$ cat src/rtl/agc_serial_ctrl_if.sv
// agc_serial_ctrl_if: backend serial config pins, ADC sample stream and host force request for agc_serial_ctrl
interface agc_serial_ctrl_if;
   logic       i_ready;
   logic       i_adc_valid;
   logic [3:0] i_adc;
   logic       i_force_valid;
   logic [2:0] i_force_gain;
   logic       o_sclk;
   logic       o_sdin;
   logic       o_busy;
   logic [2:0] o_gain;
   logic       o_sat_hi;
   logic       o_sat_lo;
   modport master (
      input  i_ready, i_adc_valid, i_adc, i_force_valid, i_force_gain,
      output o_sclk, o_sdin, o_busy, o_gain, o_sat_hi, o_sat_lo
   );
   modport slave (
      output i_ready, i_adc_valid, i_adc, i_force_valid, i_force_gain,
      input  o_sclk, o_sdin, o_busy, o_gain, o_sat_hi, o_sat_lo
   );
endinterface

$ cat src/rtl/agc_serial_ctrl.sv
// agc_serial_ctrl: windowed-average AGC programming amplifier gain over sclk/sdin; define AGC_FORCE_EN to enable host force-gain
module agc_serial_ctrl #(
   parameter int         SCLK_DIV  = 4,
   parameter int         WIN_LOG2  = 3,
   parameter int         HI_TH     = 12,
   parameter int         LO_TH     = 6,
   parameter int         HOLD      = 16,
   parameter logic [2:0] INIT_GAIN = 3'd4
) (
   input logic               i_clk,
   input logic               i_reset,
   agc_serial_ctrl_if.master bus
);
   typedef enum logic [2:0] {IDLE, SHIFT, SETTLE, ACCUM, DECIDE} state_t;
   localparam int WIN = 1 << WIN_LOG2;
   localparam int SW  = $clog2((HOLD > WIN ? HOLD : WIN) + 1);
   localparam int DW  = $clog2(SCLK_DIV + 1);
   localparam int AW  = 4 + WIN_LOG2;
   state_t        state, next;
   logic [2:0]    tgt, gain, bcnt;
   logic [DW-1:0] dcnt;
   logic [SW-1:0] scnt;
   logic [AW-1:0] acc;
   logic [3:0]    avg;
   logic [4:0]    frame;
   logic          ph, sat_hi, sat_lo, half_end, force_ok, frame_done, hold_done, win_done, dec_dn, dec_up;
`ifdef AGC_FORCE_EN
   assign force_ok = bus.i_force_valid && (state == SETTLE || state == ACCUM || state == DECIDE);
`else
   logic unused_force;
   assign unused_force = bus.i_force_valid;
   assign force_ok = 1'b0;
`endif
   assign avg        = acc[AW-1:WIN_LOG2];
   assign dec_dn     = avg > 4'(HI_TH) && gain != 3'd0;
   assign dec_up     = avg < 4'(LO_TH) && gain != 3'd7;
   assign half_end   = dcnt == DW'(SCLK_DIV - 1);
   assign frame_done = state == SHIFT && ph && half_end && bcnt == 3'd4;
   assign hold_done  = bus.i_adc_valid && scnt == SW'(HOLD - 1);
   assign win_done   = bus.i_adc_valid && scnt == SW'(WIN - 1);
   assign frame      = {tgt, 2'b00};
   // state register
   always_ff @(posedge i_clk or posedge i_reset) begin
      if (i_reset) state <= IDLE;
      else state <= next;
   end
   // next state: ready loss wins, then a host force, then the normal flow
   always_comb begin
      next = state;
      if (!bus.i_ready) next = IDLE;
      else if (force_ok) next = SHIFT;
      else begin
         case (state)
            IDLE:    next = SHIFT;
            SHIFT:   next = frame_done ? SETTLE : SHIFT;
            SETTLE:  next = hold_done ? ACCUM : SETTLE;
            ACCUM:   next = win_done ? DECIDE : ACCUM;
            DECIDE:  next = (dec_dn || dec_up) ? SHIFT : ACCUM;
            default: next = IDLE;
         endcase
      end
   end
   // datapath: bit timing, sample counting and summing, gain target, committed gain and saturation flags
   always_ff @(posedge i_clk or posedge i_reset) begin
      if (i_reset) begin
         dcnt   <= '0;
         ph     <= 1'b0;
         bcnt   <= 3'd0;
         scnt   <= '0;
         acc    <= '0;
         tgt    <= INIT_GAIN;
         gain   <= INIT_GAIN;
         sat_hi <= 1'b0;
         sat_lo <= 1'b0;
      end else begin
         dcnt <= (state != SHIFT || half_end) ? '0 : dcnt + 1'b1;
         ph   <= state == SHIFT && (half_end ? !ph : ph);
         bcnt <= state != SHIFT ? 3'd0 : (ph && half_end) ? bcnt + 1'b1 : bcnt;
         scnt <= next != state ? '0 : (bus.i_adc_valid && (state == SETTLE || state == ACCUM)) ? scnt + 1'b1 : scnt;
         acc  <= (next == ACCUM && state != ACCUM) ? '0 : (state == ACCUM && bus.i_adc_valid) ? acc + AW'(bus.i_adc) : acc;
         if (force_ok) tgt <= bus.i_force_gain;
         else if (state == IDLE) tgt <= INIT_GAIN;
         else if (state == DECIDE && (dec_dn || dec_up)) tgt <= dec_dn ? gain - 3'd1 : gain + 3'd1;
         if (frame_done && bus.i_ready) gain <= tgt;
         if (state == DECIDE && bus.i_ready && !force_ok) begin
            sat_hi <= avg > 4'(HI_TH) && gain == 3'd0;
            sat_lo <= avg < 4'(LO_TH) && gain == 3'd7;
         end
      end
   end
   // outputs: serial pins are only active while shifting, so an abort or reset parks them low
   always_comb begin
      bus.o_busy   = state == SHIFT;
      bus.o_sclk   = state == SHIFT && ph;
      bus.o_sdin   = state == SHIFT && frame[3'd4 - bcnt];
      bus.o_gain   = gain;
      bus.o_sat_hi = sat_hi;
      bus.o_sat_lo = sat_lo;
   end
endmodule

$ cat src/flat_wrapper.sv
// flat-port wrapper written by rule: the top's interface ports become plain ports
module agc_serial_ctrl_flat 
#(
   parameter int         SCLK_DIV  = 4,
   parameter int         WIN_LOG2  = 3,
   parameter int         HI_TH     = 12,
   parameter int         LO_TH     = 6,
   parameter int         HOLD      = 16,
   parameter logic [2:0] INIT_GAIN = 3'd4
)
  (i_clk, i_reset, bus_i_ready, bus_i_adc_valid, bus_i_adc, bus_i_force_valid, bus_i_force_gain, bus_o_sclk, bus_o_sdin, bus_o_busy, bus_o_gain, bus_o_sat_hi, bus_o_sat_lo);
  agc_serial_ctrl_if bus_i ();
  input logic i_clk;
  input logic i_reset;
  input wire logic [$bits(bus_i.i_ready)-1:0] bus_i_ready;
  input wire logic [$bits(bus_i.i_adc_valid)-1:0] bus_i_adc_valid;
  input wire logic [$bits(bus_i.i_adc)-1:0] bus_i_adc;
  input wire logic [$bits(bus_i.i_force_valid)-1:0] bus_i_force_valid;
  input wire logic [$bits(bus_i.i_force_gain)-1:0] bus_i_force_gain;
  output wire logic [$bits(bus_i.o_sclk)-1:0] bus_o_sclk;
  output wire logic [$bits(bus_i.o_sdin)-1:0] bus_o_sdin;
  output wire logic [$bits(bus_i.o_busy)-1:0] bus_o_busy;
  output wire logic [$bits(bus_i.o_gain)-1:0] bus_o_gain;
  output wire logic [$bits(bus_i.o_sat_hi)-1:0] bus_o_sat_hi;
  output wire logic [$bits(bus_i.o_sat_lo)-1:0] bus_o_sat_lo;
  assign bus_i.i_ready = bus_i_ready;
  assign bus_i.i_adc_valid = bus_i_adc_valid;
  assign bus_i.i_adc = bus_i_adc;
  assign bus_i.i_force_valid = bus_i_force_valid;
  assign bus_i.i_force_gain = bus_i_force_gain;
  assign bus_o_sclk = bus_i.o_sclk;
  assign bus_o_sdin = bus_i.o_sdin;
  assign bus_o_busy = bus_i.o_busy;
  assign bus_o_gain = bus_i.o_gain;
  assign bus_o_sat_hi = bus_i.o_sat_hi;
  assign bus_o_sat_lo = bus_i.o_sat_lo;
  agc_serial_ctrl #(.SCLK_DIV(SCLK_DIV), .WIN_LOG2(WIN_LOG2), .HI_TH(HI_TH), .LO_TH(LO_TH), .HOLD(HOLD), .INIT_GAIN(INIT_GAIN)) u_core (.i_clk(i_clk), .i_reset(i_reset), .bus(bus_i));
endmodule
$ cat config.mk
export PLATFORM = sky130hd
export DESIGN_NAME = agc_serial_ctrl_flat
export DESIGN_NICKNAME = d
export VERILOG_FILES = /design/src/rtl/agc_serial_ctrl_if.sv /design/src/rtl/agc_serial_ctrl.sv /design/src/flat_wrapper.sv
export SDC_FILE = /design/constraint.sdc
export NUM_CORES = 1
export LEC_CHECK = 0
export ABC_AREA = 0
export CAP_MARGIN = 0
export CORE_MARGIN = 4
export CORE_UTILIZATION = 56
export DETAILED_ROUTE_END_ITERATION = 10
export HOLD_SLACK_MARGIN = 0.1
export PLACE_DENSITY = 0.82
export SLEW_MARGIN = 20
export SYNTH_ARGS = -nofsm -noshare
export SYNTH_HDL_FRONTEND = slang
export SYNTH_SLANG_ARGS = --single-unit
$ cat constraint.sdc
create_clock -name i_clk -period 2.1 [get_ports i_clk]
set_input_delay 0.42 -clock i_clk [delete_from_list [all_inputs] [get_ports i_clk]]
set_output_delay 0.42 -clock i_clk [all_outputs]
set_load 0.005 [all_outputs]
* Word-level counts from Yosys, hierarchy flattened
Index checks and enable logic that the tools add are counted.
** Word-level totals
- Register bits :: 30
- Word-level logic and storage cells :: 82
** Operators by class
- Magnitude comparators :: 3
- Equality and inequality tests :: 14
- Add/subtract/negate cells :: 7
- Muxes and demuxes :: 19
- Reductions and logical operators :: 29
** Operators by type and width (number)
- two-way mux 3 bit :: 8
- logical AND 1 bit :: 18
- one-hot mux 3 bit (5 select lines) :: 1
- two-way mux 7 bit :: 2
- equality test 3 x 2 -> 1 bit, second input constant :: 4
- two-way mux 5 bit :: 2
- adder 3 x 1 -> 3 bit, second input constant :: 3
- equality test 3 bit, second input constant :: 3
- nonzero test 2 bit :: 4
- adder 7 x 4 -> 7 bit :: 1
- zero test 3 bit :: 2
- adder 5 x 1 -> 5 bit, second input constant :: 1
- equality test 5 x 3 -> 1 bit, second input constant :: 1
- equality test 5 x 4 -> 1 bit, second input constant :: 1
- > comparator 4 bit, second input constant :: 1
- < comparator 3 x 4 -> 1 bit, second input constant :: 1
- < comparator 4 x 3 -> 1 bit, second input constant :: 1
- two-way mux 2 bit :: 2
- binary-select mux 1 bit (select 3 bit) :: 1
- equality test 3 x 1 -> 1 bit, second input constant :: 1
- logical OR 1 bit :: 3
- two-way mux 1 bit :: 3
- != test 3 x 1 -> 1 bit, second input constant :: 1
- != test 3 x 2 -> 1 bit, second input constant :: 1
- 6 further kinds :: 6

* Longest topological paths before layout
Gate-level depths: netlist of the first run.
- Word-level depth :: 10
- Depth in mapped cells :: 8

* Least setup slack after synthesis of the first run
Ideal clock, no wire load.
- Kind :: reg-to-reg
- From :: register u_core.gain[2] (netlist: u_core.bus.o_gain[2])
- To :: register u_core.tgt[2]
- Period minus slack after synthesis :: 1.896 ns
- Stages on the path, launching flop included :: 9
- Slack :: 0.204 ns
- Path buffers :: 0
- Arrival time :: 1.819 ns
- Setup time :: 0.077 ns
- Data required time :: 2.023 ns
- Cell sequence :: dfstp_2 or3_4 and2_4 inv_1 fa_1 xor2_1 a21oi_1 and3b_1 a31oi_1
** On the way
- Cells in the longest elaborated chain, start to end :: 5
- Elaborated cells between the ends (all ways) :: 12
- Those cells by class :: 2 x add/sub; 1 x eq/ne; 3 x mux; 6 x reduce/logical
** RTL lines
- from (decl) :: line agc_serial_ctrl.sv:20 : logic [2:0] tgt, gain, bcnt;
- from (signal assigned) :: line agc_serial_ctrl.sv:84 : if (frame_done && bus.i_ready) gain <= tgt;
- branches (longest 5 deep; another with adder 3 x 1 -> 3 bit)
- to (signal assigned) :: line agc_serial_ctrl.sv:81 : if (force_ok) tgt <= bus.i_force_gain;
- to (signal assigned) :: line agc_serial_ctrl.sv:83 : else if (state == DECIDE && (dec_dn || dec_up)) tgt <= dec_dn ? gain - 3'd1 : gain + 3'd1;
- to (decl) :: line agc_serial_ctrl.sv:20
Parallel ways; which one is timed is not known. The select of a mux whose other input is x is not followed.
A chain may end at the register's enable or synchronous reset.

* Worst setup path in the final report of the first run
- From :: register u_core.bcnt[1]
- To :: output bus_o_sdin
** On the way
- Cells in the longest elaborated chain, start to end :: 4
** RTL lines
- from (decl) :: line agc_serial_ctrl.sv:20
- from (signal assigned) :: line agc_serial_ctrl.sv:78 : bcnt <= state != SHIFT ? 3'd0 : (ph && half_end) ? bcnt + 1'b1 : bcnt;
- subtractor 3 bit :: line agc_serial_ctrl.sv:95 : bus.o_sdin = state == SHIFT && frame[3'd4 - bcnt];
- binary-select mux 1 bit (select 3 bit) :: line agc_serial_ctrl.sv:95
- two-way mux 1 bit (not written as such) :: line agc_serial_ctrl.sv:95
- logical AND 1 bit :: line agc_serial_ctrl.sv:95
- to (decl) :: line flat_wrapper.sv:21 : output wire logic [$bits(bus_i.o_sdin)-1:0] bus_o_sdin;
Every way passes these cells. The select of a mux whose other input is x is not followed.

==> results.toml, run 1 <==
[run_status]
status = "finished clean"

[timing]
unrepaired_setup_endpoints_after_global_routing = "true"
worst_clock_skew_ps = 2.59
setup_tns_ps = 0
report.final.hold_viol_count = 0
relSlewSlack_pct = 64.9
max_freq_mhz = 485
finalWorstPathRequiredPeriod_ps = 2060
final_max_slew_viol_count = 0
layout_setup_ws_ps = 38.0
layout_worst_path_cycle_share_pct = 98.2
final_setup_violation_count = 0
max_slew.worst_pin.slew_ps = 524

[setup_path]
critical-path-top-delay-family = "adder cells"
critical_path_peak_fanout = 3
critical_path.max_stage_delay_ps = 360
timing.critical_path.required_ps = 1680
critical_path_buf_inv_count = 3
cp_slowest_cell = "dfrtp_1"
critPathKind = "reg -> out"
worst_setup_path_startpoint = "u_core.bcnt[1]$_DFFE_PP0P_"
worstPathCellList = "inv_1, ha_4, ha_4, inv_2, o211ai_1, o21ai_1, and3_1, buf_2"
crit_path_launch_type = "flop"
crit_top_cell = "ha_4"
worst_ep_arrival_time_ps = 1640
endpoint_kind = "output pin"
r2r-start = "u_core.bus.o_gain[2]$_DFFE_PP1P_"

[floorplan]
floorplan.core_area_mm2 = 0.00308
dieArea_mm2 = 0.00422
pin_count = 20
chipHeight_um = 65.0
placementRows = 20
chipWidth_um = 65.0
initial_core_util_pct = 59.1

[pwr]
ir_worst_vdd_mv = 0.446
pwr_dens_mw_per_mm2 = 515
leakage_power_figure_uw = 0.00102

[yosys]
synth-seq-cells = 30
post_synth_instance_area_mm2 = 0.00182
synth.yosys.warnings = 0
netlist_top_cells_area = "dfrtp_1 39%, ha_1 8.3%, mux2i_1 3.3%"
edff_count_synth = 0
syn-mean-instance-area_um2 = 10.1
synthesis.instances = 181
yosysSeqAreaShare_pct = 41.4
syn-num-nets = 207
netlist-cell-type-count = 50
synth_top_area_share_pct = 38.5
yosys_most_used_dff = "dfrtp_1"
synth_top_cell_by_area = "dfrtp_1"
postSynth.asyncResetShare_pct = 100

[global_route]
wire_length_of_the_first_global_routing_pass_um = 6600
grt_max_degree = 31
grt-ovfl-total = 0
grtUsageTotal_pct = 20.5
number_of_antenna_violations_at_the_first_check_in_global_routing = 0
first_global_vias = 1510

[route]
drt-initial-drc-count = 91
drt-vias-per-instance = 5.81
final_antenna_net_count = 0
routed_length_per_placed_instance_um = 15.2
vias = 1499
drcViolationCount = 0
totalWireLength_um = 3930
detail_route.first_pass.iterations = 4

[placement]
place.detailed.instances = 248
detailed_place_hpwl_um = 2840
global_placer_s_final_weighted_congestion = 0.819
io_buffers = 15
pre_cts_slack_ps = -173

[final_layout]
nets = 239
final_layout_size_suffix_gt1_share_pct = 18.7
mostFrequentLayoutCells = "28 x dfrtp_1, 15 x buf_4, 14 x clkdlybuf4s50_1"
ff_latch_area_um2 = 753
instances_no_fill = 258
antennaDiodeCount = 0
syn_to_final_growth_pct = 20.7
multi_input_area_mm2 = 0.00103
fillerInstances = 242
layout.cells.most_common = "dfrtp_1"

[clock_network]
max-clock-path-buffers = 2
clock_tree_from_tritoncts = "yes"
cts-htree-levels = 2
numCtsBuffers = 5
cts.sink_count = 30
clock_latency_reported_for_the_late_side_of_the_worst_skew_pair_ps = 330
cts-root-buf = "clkbuf_4"
clk_pin_slew_worst_paths_ps = 90

[flow_run]
max-cap-violations = 0

[min_path]
hold_path.class = "in -> async"
final timing paths:
check,slack [ps],end,cells after the start
worst max-delay path,40,bus_o_sdin,8
worst min-delay path,450,u_core.acc[6]$_DFFE_PP0P_,3
worst max register to register,110,u_core.tgt[2]$_DFFE_PP1P_,8
worst min register to register,460,u_core.dcnt[0]$_DFF_PP0_,1
max in group asynchronous,1330,u_core.bus.o_gain[2]$_DFFE_PP1P_,3
min in group i_clk,460,u_core.dcnt[0]$_DFF_PP0_,1
area by class of cell:
cell class | count | area share (%)
Inverter | 14 | 2.39
Multi-Input combinational cell | 132 | 46.8
Timing Repair Buffer | 30 | 11.7
Tap cell | 44 | 2.51
Clock buffer | 8 | 2.22
Sequential cell | 30 | 34.3
metal layers:
metal	global-route usage [%]	vias up	share of wire [%]
met2	36.1	23	54
li1	-	728	-
met3	4.85	10	3.0
met4	8.71	0	1.9
met1	23.4	738	41
met5	0	-	0
through the flow:
stage               util, %  area [um^2]  hold slack [ps]  power (uW)
floorplan                 -         1820              415         730
global placement       67.9         2090              423         788
detailed placement     67.9         2090              446         806
CTS                    70.0         2160              459        1130
global route           71.3         2200              488        1190
finish                 71.3         2200              453        1130
state kept, by name, summed over array words and instances (netlist names), 3 cells and up:
register	count
u_core.scnt	5
u_core.state	3
u_core.acc	7
u_core.bcnt	3
u_core.tgt	3
u_core.bus.o_gain	3
u_core.dcnt	3
power by group:
part           internal (uW)  switching [uW]  leakage [uW]
Combinational           88.7            85.7      0.000597
Sequential               609            20.0      0.000395
Clock                    133             195     0.0000265
synthesized netlist by cell type (all sizes together) (3+ instances only):
library cell / instances
o211ai: 5
mux2i: 6
or3: 4
buf: 4
nor2: 8
xor2: 4
nand2: 10
dfrtp: 28
xnor2: 3
a211oi: 5
o21ai: 10
nand3: 6
inv: 14
nor3: 9
nor2b: 4
a21o: 4
ha: 12
and2: 3
cells by family after synthesis:
kind of cell | share of synthesized area, %
adders and majority gates | 10.5
xor gates and xnor gates | 3.37
muxes | 3.92
and+or+nand+nor | 19.4
buffers and inverters | 4.68
DFF | 41.4
AOI/OAI and AO/OA | 16.8
what timing repair did:
action,in CTS,in global routing
hold buffers,0,0
resized for setup,8,9
endpoints found under the setup margin,2,11
pin swaps,2,2
buffers inserted,1,1
tightest hold or removal path: cells and delay by family:
kind,cells,cell delay (ps)
buffers and inverters,3,790
Note: power is estimated with default switching activity, not from simulation.
==> run 2, diff against run 1 <==
Settings changed: SLEW_MARGIN 20 to 15.
==> results of run 2 <==
No change in the layout: final DEF, timing and power equal those of run 1.
